**src/rtl/freq_div_ctrl_if.sv**
```systemverilog
// Ratio-request bundle for freq_div_ctrl: two valid/ready requesters carrying divide ratios.
interface freq_div_ctrl_if #(
  parameter int unsigned WIDTH = 8
) ();
  logic             req0_valid;
  logic [WIDTH-1:0] req0_div;
  logic             req0_ready;
  logic             req1_valid;
  logic [WIDTH-1:0] req1_div;
  logic             req1_ready;

  modport master (
    output req0_valid, req0_div, req1_valid, req1_div,
    input  req0_ready, req1_ready
  );

  modport slave (
    input  req0_valid, req0_div, req1_valid, req1_div,
    output req0_ready, req1_ready
  );
endinterface

```
**src/rtl/freq_div_ctrl.sv**
```systemverilog
// Integer clock-divider controller: divide counter, run/drain FSM, round-robin ratio arbiter.
// Optional feature macro FREQ_DIV_CTRL_ERR_EN: reject ratios <2 with an err pulse instead of clamping.
module freq_div_ctrl #(
  parameter int unsigned WIDTH       = 8,
  parameter int unsigned DEFAULT_DIV = 5
) (
  input  logic             clk,
  input  logic             rst,
  input  logic             en,
  freq_div_ctrl_if.slave   req,
  output logic             out,
  output logic             tick,
  output logic             busy,
  output logic [WIDTH-1:0] cur_div,
  output logic             err
);

  localparam int unsigned WP1 = WIDTH + 1;

  typedef enum logic [1:0] {ST_IDLE, ST_RUN, ST_DRAIN} state_t;

  state_t           r_state;
  logic [WIDTH-1:0] r_cnt;
  logic [WIDTH-1:0] r_cur_div;
  logic [WIDTH-1:0] r_shadow;
  logic             r_pend;
  logic             r_ptr;
  logic             r_out;
  logic             r_tick;
  logic             r_busy;
  logic             r_err;

  state_t           w_state_nxt;
  logic [WIDTH-1:0] w_cnt_nxt;
  logic [WIDTH-1:0] w_cur_div_nxt;
  logic [WIDTH-1:0] w_shadow_nxt;
  logic             w_pend_nxt;
  logic             w_ptr_nxt;
  logic             w_err_nxt;
  logic             w_bound;
  logic [WIDTH-1:0] w_cnt_step;
  logic             w_grant0;
  logic             w_grant1;
  logic             w_ready0;
  logic             w_ready1;
  logic             w_acc0;
  logic             w_acc1;
  logic             w_acc;
  logic [WIDTH-1:0] w_div_sel;
  logic [WIDTH:0]   w_half;
  logic             w_out_nxt;
  logic             w_tick_nxt;

  // Pointer names the favoured requester; the other only wins when the favoured one is idle.
  assign w_grant0 = (r_ptr == 1'b0) || !req.req1_valid;
  assign w_grant1 = (r_ptr == 1'b1) || !req.req0_valid;
  assign w_ready0 = rst && !r_pend && w_grant0;
  assign w_ready1 = rst && !r_pend && w_grant1;
  assign req.req0_ready = w_ready0;
  assign req.req1_ready = w_ready1;

  assign w_acc0    = req.req0_valid && w_ready0;
  assign w_acc1    = req.req1_valid && w_ready1;
  assign w_acc     = w_acc0 || w_acc1;
  assign w_div_sel = w_acc1 ? req.req1_div : req.req0_div;

  assign w_bound    = (r_state != ST_IDLE) && (r_cnt == r_cur_div - WIDTH'(1));
  assign w_cnt_step = w_bound ? '0 : r_cnt + WIDTH'(1);

  // Next-state, counter, ratio and shadow update.
  always_comb begin
    w_state_nxt   = r_state;
    w_cnt_nxt     = r_cnt;
    w_cur_div_nxt = r_cur_div;
    w_shadow_nxt  = r_shadow;
    w_pend_nxt    = r_pend;
    w_ptr_nxt     = r_ptr;
    w_err_nxt     = 1'b0;

    case (r_state)
      ST_IDLE: begin
        w_cnt_nxt = '0;
        if (r_pend) begin
          w_cur_div_nxt = r_shadow;
          w_pend_nxt    = 1'b0;
        end
        if (en) w_state_nxt = ST_RUN;
      end
      ST_RUN: begin
        w_cnt_nxt = w_cnt_step;
        if (!en) w_state_nxt = ST_DRAIN;
      end
      ST_DRAIN: begin
        w_cnt_nxt = w_cnt_step;
        if (en)           w_state_nxt = ST_RUN;
        else if (w_bound) w_state_nxt = ST_IDLE;
      end
      default: begin
        w_state_nxt = ST_IDLE;
        w_cnt_nxt   = '0;
      end
    endcase

    // A pending ratio only takes effect on a period boundary while counting.
    if (w_bound && r_pend) begin
      w_cur_div_nxt = r_shadow;
      w_cnt_nxt     = '0;
      w_pend_nxt    = 1'b0;
    end

    // Accepts only happen with r_pend clear, so they never collide with the apply above.
    if (w_acc) begin
      w_ptr_nxt = !w_acc1;
`ifdef FREQ_DIV_CTRL_ERR_EN
      if (w_div_sel < WIDTH'(2)) begin
        w_err_nxt = 1'b1;
      end else begin
        w_shadow_nxt = w_div_sel;
        w_pend_nxt   = 1'b1;
      end
`else
      w_shadow_nxt = (w_div_sel < WIDTH'(2)) ? WIDTH'(2) : w_div_sel;
      w_pend_nxt   = 1'b1;
`endif
    end
  end

  // Outputs are registered from next-state values so they align with the counter.
  assign w_half     = ({1'b0, w_cur_div_nxt} + WP1'(1)) >> 1;
  assign w_out_nxt  = (w_state_nxt != ST_IDLE) && ({1'b0, w_cnt_nxt} < w_half);
  assign w_tick_nxt = (w_state_nxt != ST_IDLE) && (w_cnt_nxt == w_cur_div_nxt - WIDTH'(1));

  always_ff @(posedge clk) begin
    if (!rst) begin
      r_state   <= ST_IDLE;
      r_cnt     <= '0;
      r_cur_div <= WIDTH'(DEFAULT_DIV);
      r_shadow  <= WIDTH'(DEFAULT_DIV);
      r_pend    <= 1'b0;
      r_ptr     <= 1'b0;
      r_out     <= 1'b0;
      r_tick    <= 1'b0;
      r_busy    <= 1'b0;
      r_err     <= 1'b0;
    end else begin
      r_state   <= w_state_nxt;
      r_cnt     <= w_cnt_nxt;
      r_cur_div <= w_cur_div_nxt;
      r_shadow  <= w_shadow_nxt;
      r_pend    <= w_pend_nxt;
      r_ptr     <= w_ptr_nxt;
      r_out     <= w_out_nxt;
      r_tick    <= w_tick_nxt;
      r_busy    <= (w_state_nxt != ST_IDLE);
      r_err     <= w_err_nxt;
    end
  end

  assign out     = r_out;
  assign tick    = r_tick;
  assign busy    = r_busy;
  assign cur_div = r_cur_div;
  assign err     = r_err;

endmodule

```
**src/flat_wrapper.sv**
```systemverilog
// flat-port wrapper written by rule: the top's interface ports become plain ports
module freq_div_ctrl_flat 
#(
  parameter int unsigned WIDTH       = 8,
  parameter int unsigned DEFAULT_DIV = 5
)
  (clk, rst, en, out, tick, busy, cur_div, err, req_req0_valid, req_req0_div, req_req1_valid, req_req1_div, req_req0_ready, req_req1_ready);
  freq_div_ctrl_if #(.WIDTH(WIDTH)) req_i ();
  input  logic clk;
  input  logic rst;
  input  logic en;
  output logic out;
  output logic tick;
  output logic busy;
  output logic [WIDTH-1:0] cur_div;
  output logic err;
  input wire logic [$bits(req_i.req0_valid)-1:0] req_req0_valid;
  input wire logic [$bits(req_i.req0_div)-1:0] req_req0_div;
  input wire logic [$bits(req_i.req1_valid)-1:0] req_req1_valid;
  input wire logic [$bits(req_i.req1_div)-1:0] req_req1_div;
  output wire logic [$bits(req_i.req0_ready)-1:0] req_req0_ready;
  output wire logic [$bits(req_i.req1_ready)-1:0] req_req1_ready;
  assign req_i.req0_valid = req_req0_valid;
  assign req_i.req0_div = req_req0_div;
  assign req_i.req1_valid = req_req1_valid;
  assign req_i.req1_div = req_req1_div;
  assign req_req0_ready = req_i.req0_ready;
  assign req_req1_ready = req_i.req1_ready;
  freq_div_ctrl #(.WIDTH(WIDTH), .DEFAULT_DIV(DEFAULT_DIV)) u_core (.clk(clk), .rst(rst), .en(en), .req(req_i), .out(out), .tick(tick), .busy(busy), .cur_div(cur_div), .err(err));
endmodule
```
**config.mk**
```make
export PLATFORM = sky130hd
export DESIGN_NAME = freq_div_ctrl_flat
export DESIGN_NICKNAME = d
export VERILOG_FILES = /design/src/rtl/freq_div_ctrl_if.sv /design/src/rtl/freq_div_ctrl.sv /design/src/flat_wrapper.sv
export SDC_FILE = /design/constraint.sdc
export NUM_CORES = 1
export LEC_CHECK = 0
export CELL_PAD_IN_SITES_DETAIL_PLACEMENT = 0
export CELL_PAD_IN_SITES_GLOBAL_PLACEMENT = 1
export CORE_UTILIZATION = 30
export CTS_CLUSTER_SIZE = 8
export DETAILED_ROUTE_END_ITERATION = 10
export DONT_BUFFER_PORTS = 1
export GPL_TIMING_DRIVEN = 0
export PLACE_DENSITY_LB_ADDON = 0.1
export REMOVE_ABC_BUFFERS = 1
export SLEW_MARGIN = 5
export SYNTH_ARGS = -nofsm -noshare
export SYNTH_HDL_FRONTEND = slang
export SYNTH_SLANG_ARGS = --single-unit
```
**constraint.sdc**
```tcl
create_clock -name clk -period 4.1 [get_ports clk]
set_input_delay 1.025 -clock clk [delete_from_list [all_inputs] [get_ports clk]]
set_output_delay 1.025 -clock clk [all_outputs]
set_load 0.005 [all_outputs]
```
Yosys cells after proc, flatten, opt, wreduce, memory -nomap -nowiden
Cells that the tools add are included.
{ "word_totals": {"output_inout_bits": 14, "regBits": 31} }
{ "classes": {"n_eq_ne": 4, "mux": 16, "n_reduce_logical": 21, "bitwise": 1, "magnitude_cmp": 2, "addsub": 4} }
{ "op_table": {"columns": ["cell", "n"], "rows": [
  ["8-bit two-way mux", 8],
  ["8-bit == test", 2],
  ["8-bit by 1-bit subtractor with 8-bit output (second input constant)", 2],
  ["8-bit by 1-bit adder with 9-bit output (second input constant)", 1],
  ["1-bit logical AND", 9],
  ["8-bit by 1-bit adder with 8-bit output (second input constant)", 1],
  ["8-bit by 2-bit less-than comparator with 1-bit output (second input constant)", 1],
  ["8-bit less-than comparator", 1],
  ["2-bit two-way mux", 4],
  ["2-bit case mux with 3 select lines", 1],
  ["1-bit zero test", 4],
  ["2-bit nonzero test", 2],
  ["1-bit logical OR", 3],
  ["1-bit two-way mux", 3],
  ["3-bit nonzero test", 1],
  ["2-bit by 1-bit == test with 1-bit output (second input constant)", 1],
  ["2-bit == test (second input constant)", 1],
  ["2-bit zero test", 1],
  ["2-bit OR reduction", 1],
  ["1-bit NOT", 1]
]} }

Longest topological paths before layout
Gate-level depths: netlist of the first run.
{ "depth": {"word_depth": 8, "ltp_mapped": 20, "ltp_nobuf": 17} }

Worst setup path after synthesis of the first run
OpenSTA, ideal clock, no wires.
{ "synth_path": {"kind": "register to register", "from": "register u_core.r_cur_div[2] (netlist: u_core.cur_div[2])", "to": "register u_core.r_out (netlist: u_core.out)", "setup_slack_ns": 0.374, "setup_ns": 0.074, "arrival_ns": 3.651, "stages_incl_launch_ff": 18, "t_required_ns": 4.026, "synth_period_minus_slack_ns": 3.726, "cell_sequence": "dfxtp_1 -> buf_6 -> or4_4 -> o21ai_2 -> nand3_2 -> o41ai_4 -> buf_6 -> buf_6 -> nand2_1 -> o21ai_0 -> ha_1 -> nand3_1 -> or3_1 -> ha_1 -> and4_1 -> a21oi_1 -> nand3_1 -> a31oi_1"} }
{ "synth_via": {"elab_chain_cells": 8, "elab_cells_between_ends": 17} }
{ "synth_rtl": {"columns": ["item", "line", "rtl"], "rows": [
  ["start: declaration", "freq_div_ctrl.sv:24", "logic [WIDTH-1:0] r_cur_div;"],
  ["start signal: assignment", "freq_div_ctrl.sv:137", "r_cur_div <= WIDTH'(DEFAULT_DIV);"],
  ["start signal: assignment", "freq_div_ctrl.sv:148", "r_cur_div <= w_cur_div_nxt;"],
  ["8-bit by 1-bit subtractor with 8-bit output", "freq_div_ctrl.sv:67", "assign w_bound = (r_state != ST_IDLE) && (r_cnt == r_cur_div - WIDTH'(1));"],
  ["8-bit == test", "freq_div_ctrl.sv:67", null],
  ["1-bit logical AND", "freq_div_ctrl.sv:67", null],
  ["1-bit logical AND (tied with other cells)", "freq_div_ctrl.sv:105", "if (w_bound && r_pend) begin"],
  ["8-bit two-way mux (tied with other cells)", "freq_div_ctrl.sv:105", null],
  ["8-bit by 1-bit adder with 9-bit output (tied with other cells)", "freq_div_ctrl.sv:129", "assign w_half = ({1'b0, w_cur_div_nxt} + WP1'(1)) >> 1;"],
  ["8-bit less-than comparator or 2-bit nonzero test (tied branches)", "freq_div_ctrl.sv:130", "assign w_out_nxt = (w_state_nxt != ST_IDLE) && ({1'b0, w_cnt_nxt} < w_half);"],
  ["1-bit logical AND *", "freq_div_ctrl.sv:130", null],
  ["end signal: assignment", "freq_div_ctrl.sv:152", "r_out <= w_out_nxt;"],
  ["end: declaration", "freq_div_ctrl.sv:28", "logic r_out;"]
]} }
Every way passes the cells marked *; elsewhere a longest branch is shown, timed or not.
A chain may end at the register's enable or synchronous reset.

Worst setup path after layout of the first run
{ "layout_path": {"from": "register u_core.r_cur_div[2] (netlist: u_core.cur_div[2])", "to": "register u_core.r_out (netlist: u_core.out)"} }
{ "layout_via": {"elab_chain_cells": 8, "elab_cells_between_ends": 17} }
{ "layout_rtl": {"columns": ["item", "line", "rtl"], "rows": [
  ["8-bit by 1-bit subtractor with 8-bit output", "freq_div_ctrl.sv:67", null],
  ["8-bit == test", "freq_div_ctrl.sv:67", null],
  ["1-bit logical AND", "freq_div_ctrl.sv:67", null],
  ["1-bit logical AND", "freq_div_ctrl.sv:105", null],
  ["8-bit two-way mux", "freq_div_ctrl.sv:105", null],
  ["net u_core.w_cur_div_nxt[0]", "freq_div_ctrl.sv:35", "logic [WIDTH-1:0] w_cur_div_nxt;"],
  ["8-bit by 1-bit adder with 9-bit output", "freq_div_ctrl.sv:129", null],
  ["8-bit less-than comparator", "freq_div_ctrl.sv:130", null],
  ["1-bit logical AND", "freq_div_ctrl.sv:130", null]
]} }
The timed path passes the listed nets, and every way through them passes these cells.

==> PnR_summary.wiki, run 1 <==
{| class="wikitable"
! Metric !! Value
|-
| Final min period || 3.82 ns
|-
| Hold violation count in the final report || 0
|-
| Vias after detailed routing || 1,862
|-
| DIE AREA || 7950 sq um
|-
| Count of cell instances traversed by the critical path || 15
|-
| Crit-path leading delay family || simple AND/OR/NAND/NOR gates
|-
| Clock Skews || 0.00350 ns
|-
| Count of buffers inserted at the top-level ports || 0
|-
| Number of cells on the worst reg-to-reg path || 15
|-
| Synthesized area || 2280 sq um
|-
| Starting Density || 31.3%
|-
| Placement Rows || 31
|-
| X dimension of the die || 89.2 um
|-
| Worst setup path category || flop to flop
|-
| Clock tree from TritonCTS || built
|-
| Sequential share of the synthesized area || 27.2%
|-
| DR vias/cell || 4.90
|-
| Outcome || completed
|-
| Share of cell area taken by muxes after synthesis || 9.11%
|-
| DRT Pass-1 Iters || 4
|-
| Total global routing overflow || 0
|-
| Count of pins over their slew limit || 0
|-
| EDFF count, synth || 0
|-
| Remaining antenna violation count after routing || 0
|-
| CP required || 4.31 ns
|-
| Via count of the first global-routing pass || 1,793
|-
| Global-route wire length before repair || 9.01 mm
|-
| Share of cells above drive strength 1 || 8.19%
|-
| Share of the synthesized area in compound gates (AO/OA/AOI/OAI) || 14.4%
|-
| Portion of synthesized cell area occupied by the leading cell type || 27.2%
|-
| Synth-to-Final Area Change || 8.62%
|-
| CP Launch Type || flop
|-
| Initial antenna violation count || 0
|-
| Dominant cell type by area after synthesis || sky130_fd_sc_hd__dfxtp_1
|-
| Largest driver fanout on the critical path || 9
|-
| Post-Route Utilization || 34.0%
|-
| Max-Cap Viols || 0
|-
| Number of clock sinks seen by CTS || 31
|-
| Slew of the pin with the lowest slew margin || 0.755 ns
|-
| Fraction of synthesis flops using an asynchronous set or reset pin || 0%
|-
| Leakage power || 0.994 nW
|-
| Most common cell after layout, fill and taps aside || sky130_fd_sc_hd__dfxtp_1
|-
| Largest family of logic cells by synthesized area || simple AND/OR/NAND/NOR gates
|-
| XOR/XNOR Fraction of Synth Area || 11.9%
|-
| Die H || 89.2 um
|-
| Placeable core area || 7290 sq um
|-
| Number of clock buffers inserted by TritonCTS || 5
|-
| Number of remaining DRC errors || 0
|-
| Setup violations, final || 0
|-
| Starting DRC count in detailed routing || 59
|-
| Number of distinct library cell variants in the gate-level netlist after synthesis || 45
|-
| Arrival time worst endpoint || 4.03 ns
|-
| Final Non-Filler Cells || 380
|-
| Longest Clk Path Bufs || 2
|-
| Post-synthesis share of cell area spent on full adders, half adders and majority gates || 7.68%
|-
| Final worst hold slack || 0.482 ns
|-
| Critical Path Max Stage Delay || 0.64 ns
|-
| Highest achievable clock rate || 0.262 GHz
|-
| Post-route fraction of the period consumed by the critical path || 93.2%
|-
| Routed length per instance || 14.6 um
|-
| Post-Synthesis Mean Instance Area || 8.14 sq um
|-
| Primary FF master, synth || sky130_fd_sc_hd__dfxtp_1
|-
| Ports placed on the boundary || 35
|-
| Clock network latency to the later pin of the worst-skew pair || 0.28 ns
|-
| Library cell contributing the largest single delay on the critical path || sky130_fd_sc_hd__or4_4
|-
| CP Buf/Inv Count || 2
|-
| Type of element capturing the critical path || flop
|-
| Number of H-tree levels || 2
|-
| Commonest cells after routing, fill and taps aside || 30 x sky130_fd_sc_hd__dfxtp_1, 25 x sky130_fd_sc_hd__nor2_1, 19 x sky130_fd_sc_hd__nand3_1, 19 x sky130_fd_sc_hd__o21ai_0
|-
| Worst min-delay path category || flop to flop
|-
| Largest voltage drop on the vdd net || 0.000131 V
|-
| Instance count after placement with tap cells included || 370
|-
| Clk slew on worst S/H paths || 0.07 ns
|-
| Pwr dens || 364 nW/um^2
|-
| Worst hold stages || 2
|-
| Pin count of the biggest net entering global routing || 29
|-
| Cts-stage hold buffer count || 0
|-
| Largest cells by area after synthesis || sky130_fd_sc_hd__dfxtp_1 27%, sky130_fd_sc_hd__ha_1 7.7%, sky130_fd_sc_hd__mux2i_1 7.0%, sky130_fd_sc_hd__xor2_1 6.1%, sky130_fd_sc_hd__xnor2_1 5.8%
|-
| RD Place Congestion || 0.733
|-
| Detail Placement HPWL || 4.39 mm
|-
| Critical path, cell by cell || or4_4, or3_1, nand3_2, o41ai_4, buf_4, mux2i_1, inv_1, ha_1, nand3_1, or3_1, ha_1, and4_1, a21oi_1, nand3_1, a31oi_1
|-
| Cell at the root of the clock tree || sky130_fd_sc_hd__clkbuf_8
|-
| Worst rel slew slack || 49.7%
|-
| Simple-gate area share of the yosys netlist || 24.5%
|-
| # nets final || 315
|-
| Global routing usage summed across all routing layers || 15.5%
|-
| Cells after synthesis || 280
|-
| Yosys warning total || 0
|-
| Diodes inserted || 0
|-
| Number of synthesized register bits || 31
|-
| Sum of routed wire length over all layers || 5.56 mm
|-
| RSZ-0062 raised after global routing || false
|}
## metrics by stage
step	power, mW	worst slack, ns	setup TNS [ns]	cell area [sq um]
after floorplan	0.562	0.0469	0	2210
after global placement	0.629	-0.834	-1.35	2330
after detailed placement	0.635	-0.178	-0.178	2360
after CTS	0.915	0.193	0	2470
after global routing	0.965	0.0260	0	2480
final	0.901	0.280	0	2480
## worst reg2reg max path, cell delays in order, from the launching register on
cell,delay (ns)
sky130_fd_sc_hd__dfxtp_1,0.45
sky130_fd_sc_hd__or4_4,0.65
sky130_fd_sc_hd__or3_1,0.38
sky130_fd_sc_hd__nand3_2,0.14
sky130_fd_sc_hd__o41ai_4,0.09
sky130_fd_sc_hd__buf_4,0.18
sky130_fd_sc_hd__mux2i_1,0.17
sky130_fd_sc_hd__inv_1,0.09
sky130_fd_sc_hd__ha_1,0.23
sky130_fd_sc_hd__nand3_1,0.13
sky130_fd_sc_hd__or3_1,0.33
sky130_fd_sc_hd__ha_1,0.29
sky130_fd_sc_hd__and4_1,0.21
sky130_fd_sc_hd__a21oi_1,0.15
sky130_fd_sc_hd__nand3_1,0.09
sky130_fd_sc_hd__a31oi_1,0.18
## sequential cells by signal, summed over array words and instances, names as in the netlist
name / cells
u_core.cur_div: 8
u_core.r_cnt: 8
u_core.tick: 1
u_core.r_pend: 1
u_core.r_shadow: 8
u_core.r_state: 2
u_core.busy: 1
u_core.out: 1
u_core.r_ptr: 1
## worst paths after layout
| kind | startpoint | end | slack [ns] |
|---|---|---|---|
| hold / removal | u_core.r_shadow[7]$_SDFFE_PN0P_ | u_core.r_shadow[7]$_SDFFE_PN0P_ | 0.48 |
| setup reg to reg | u_core.cur_div[2]$_SDFF_PN1_ | u_core.out$_SDFF_PN0_ | 0.28 |
| hold reg to reg | u_core.r_shadow[7]$_SDFFE_PN0P_ | u_core.r_shadow[7]$_SDFFE_PN0P_ | 0.48 |
| setup / recovery | u_core.cur_div[2]$_SDFF_PN1_ | u_core.out$_SDFF_PN0_ | 0.28 |
## Yosys cell counts (all sizes together), types with 6 or more instances
cell	instances
ha	14
o21ai	22
nor2	25
and2	11
nand2	17
dfxtp	31
xnor2	15
buf	6
xor2	16
nor2b	6
mux2i	17
nand3	20
a21oi	17
inv	12
## cell families after synthesis
group / after synthesis
buf+inv: 23
mux: 20
other cells: 1
xor+xnor: 31
flops: 31
simple gates: 107
fa+ha+maj: 14
compound gates: 53
## layout make-up
cell class / instances / area [sq um]
clock buffer: 8 / 100
sequential: 31 / 622
tap: 99 / 124
fill: 814 / 4820
multi-input combinational: 226 / 1550
inverter: 12 / 45.0
timing repair buffer: 4 / 33.8
## layer usage
metal | vias up | wire (um) | track usage (%)
met5 | - | 0 | 0
met4 | 0 | 80 | 5.34
met3 | 6 | 273 | 3.60
met2 | 50 | 2360 | 24.0
met1 | 831 | 2850 | 21.0
li1 | 975 | - | -
## power breakdown
part | internal, mW | switching (mW)
clock | 0.153 | 0.118
combinational | 0.117 | 0.144
sequential | 0.329 | 0.0397
total | 0.599 | 0.301
## what timing repair did
action,in CTS,in global routing
setup endpoints to repair,1,1
resized for setup,0,1
pin swaps,1,0
setup buffers,2,0
Note: power is estimated with default switching activity, not from simulation.
==> inputs of run 2 (changes only) <==
- CTS_CLUSTER_SIZE: 8 -> 30
==> results of run 2 <==
Final layout, timing and power as in run 1 (identical DEF).
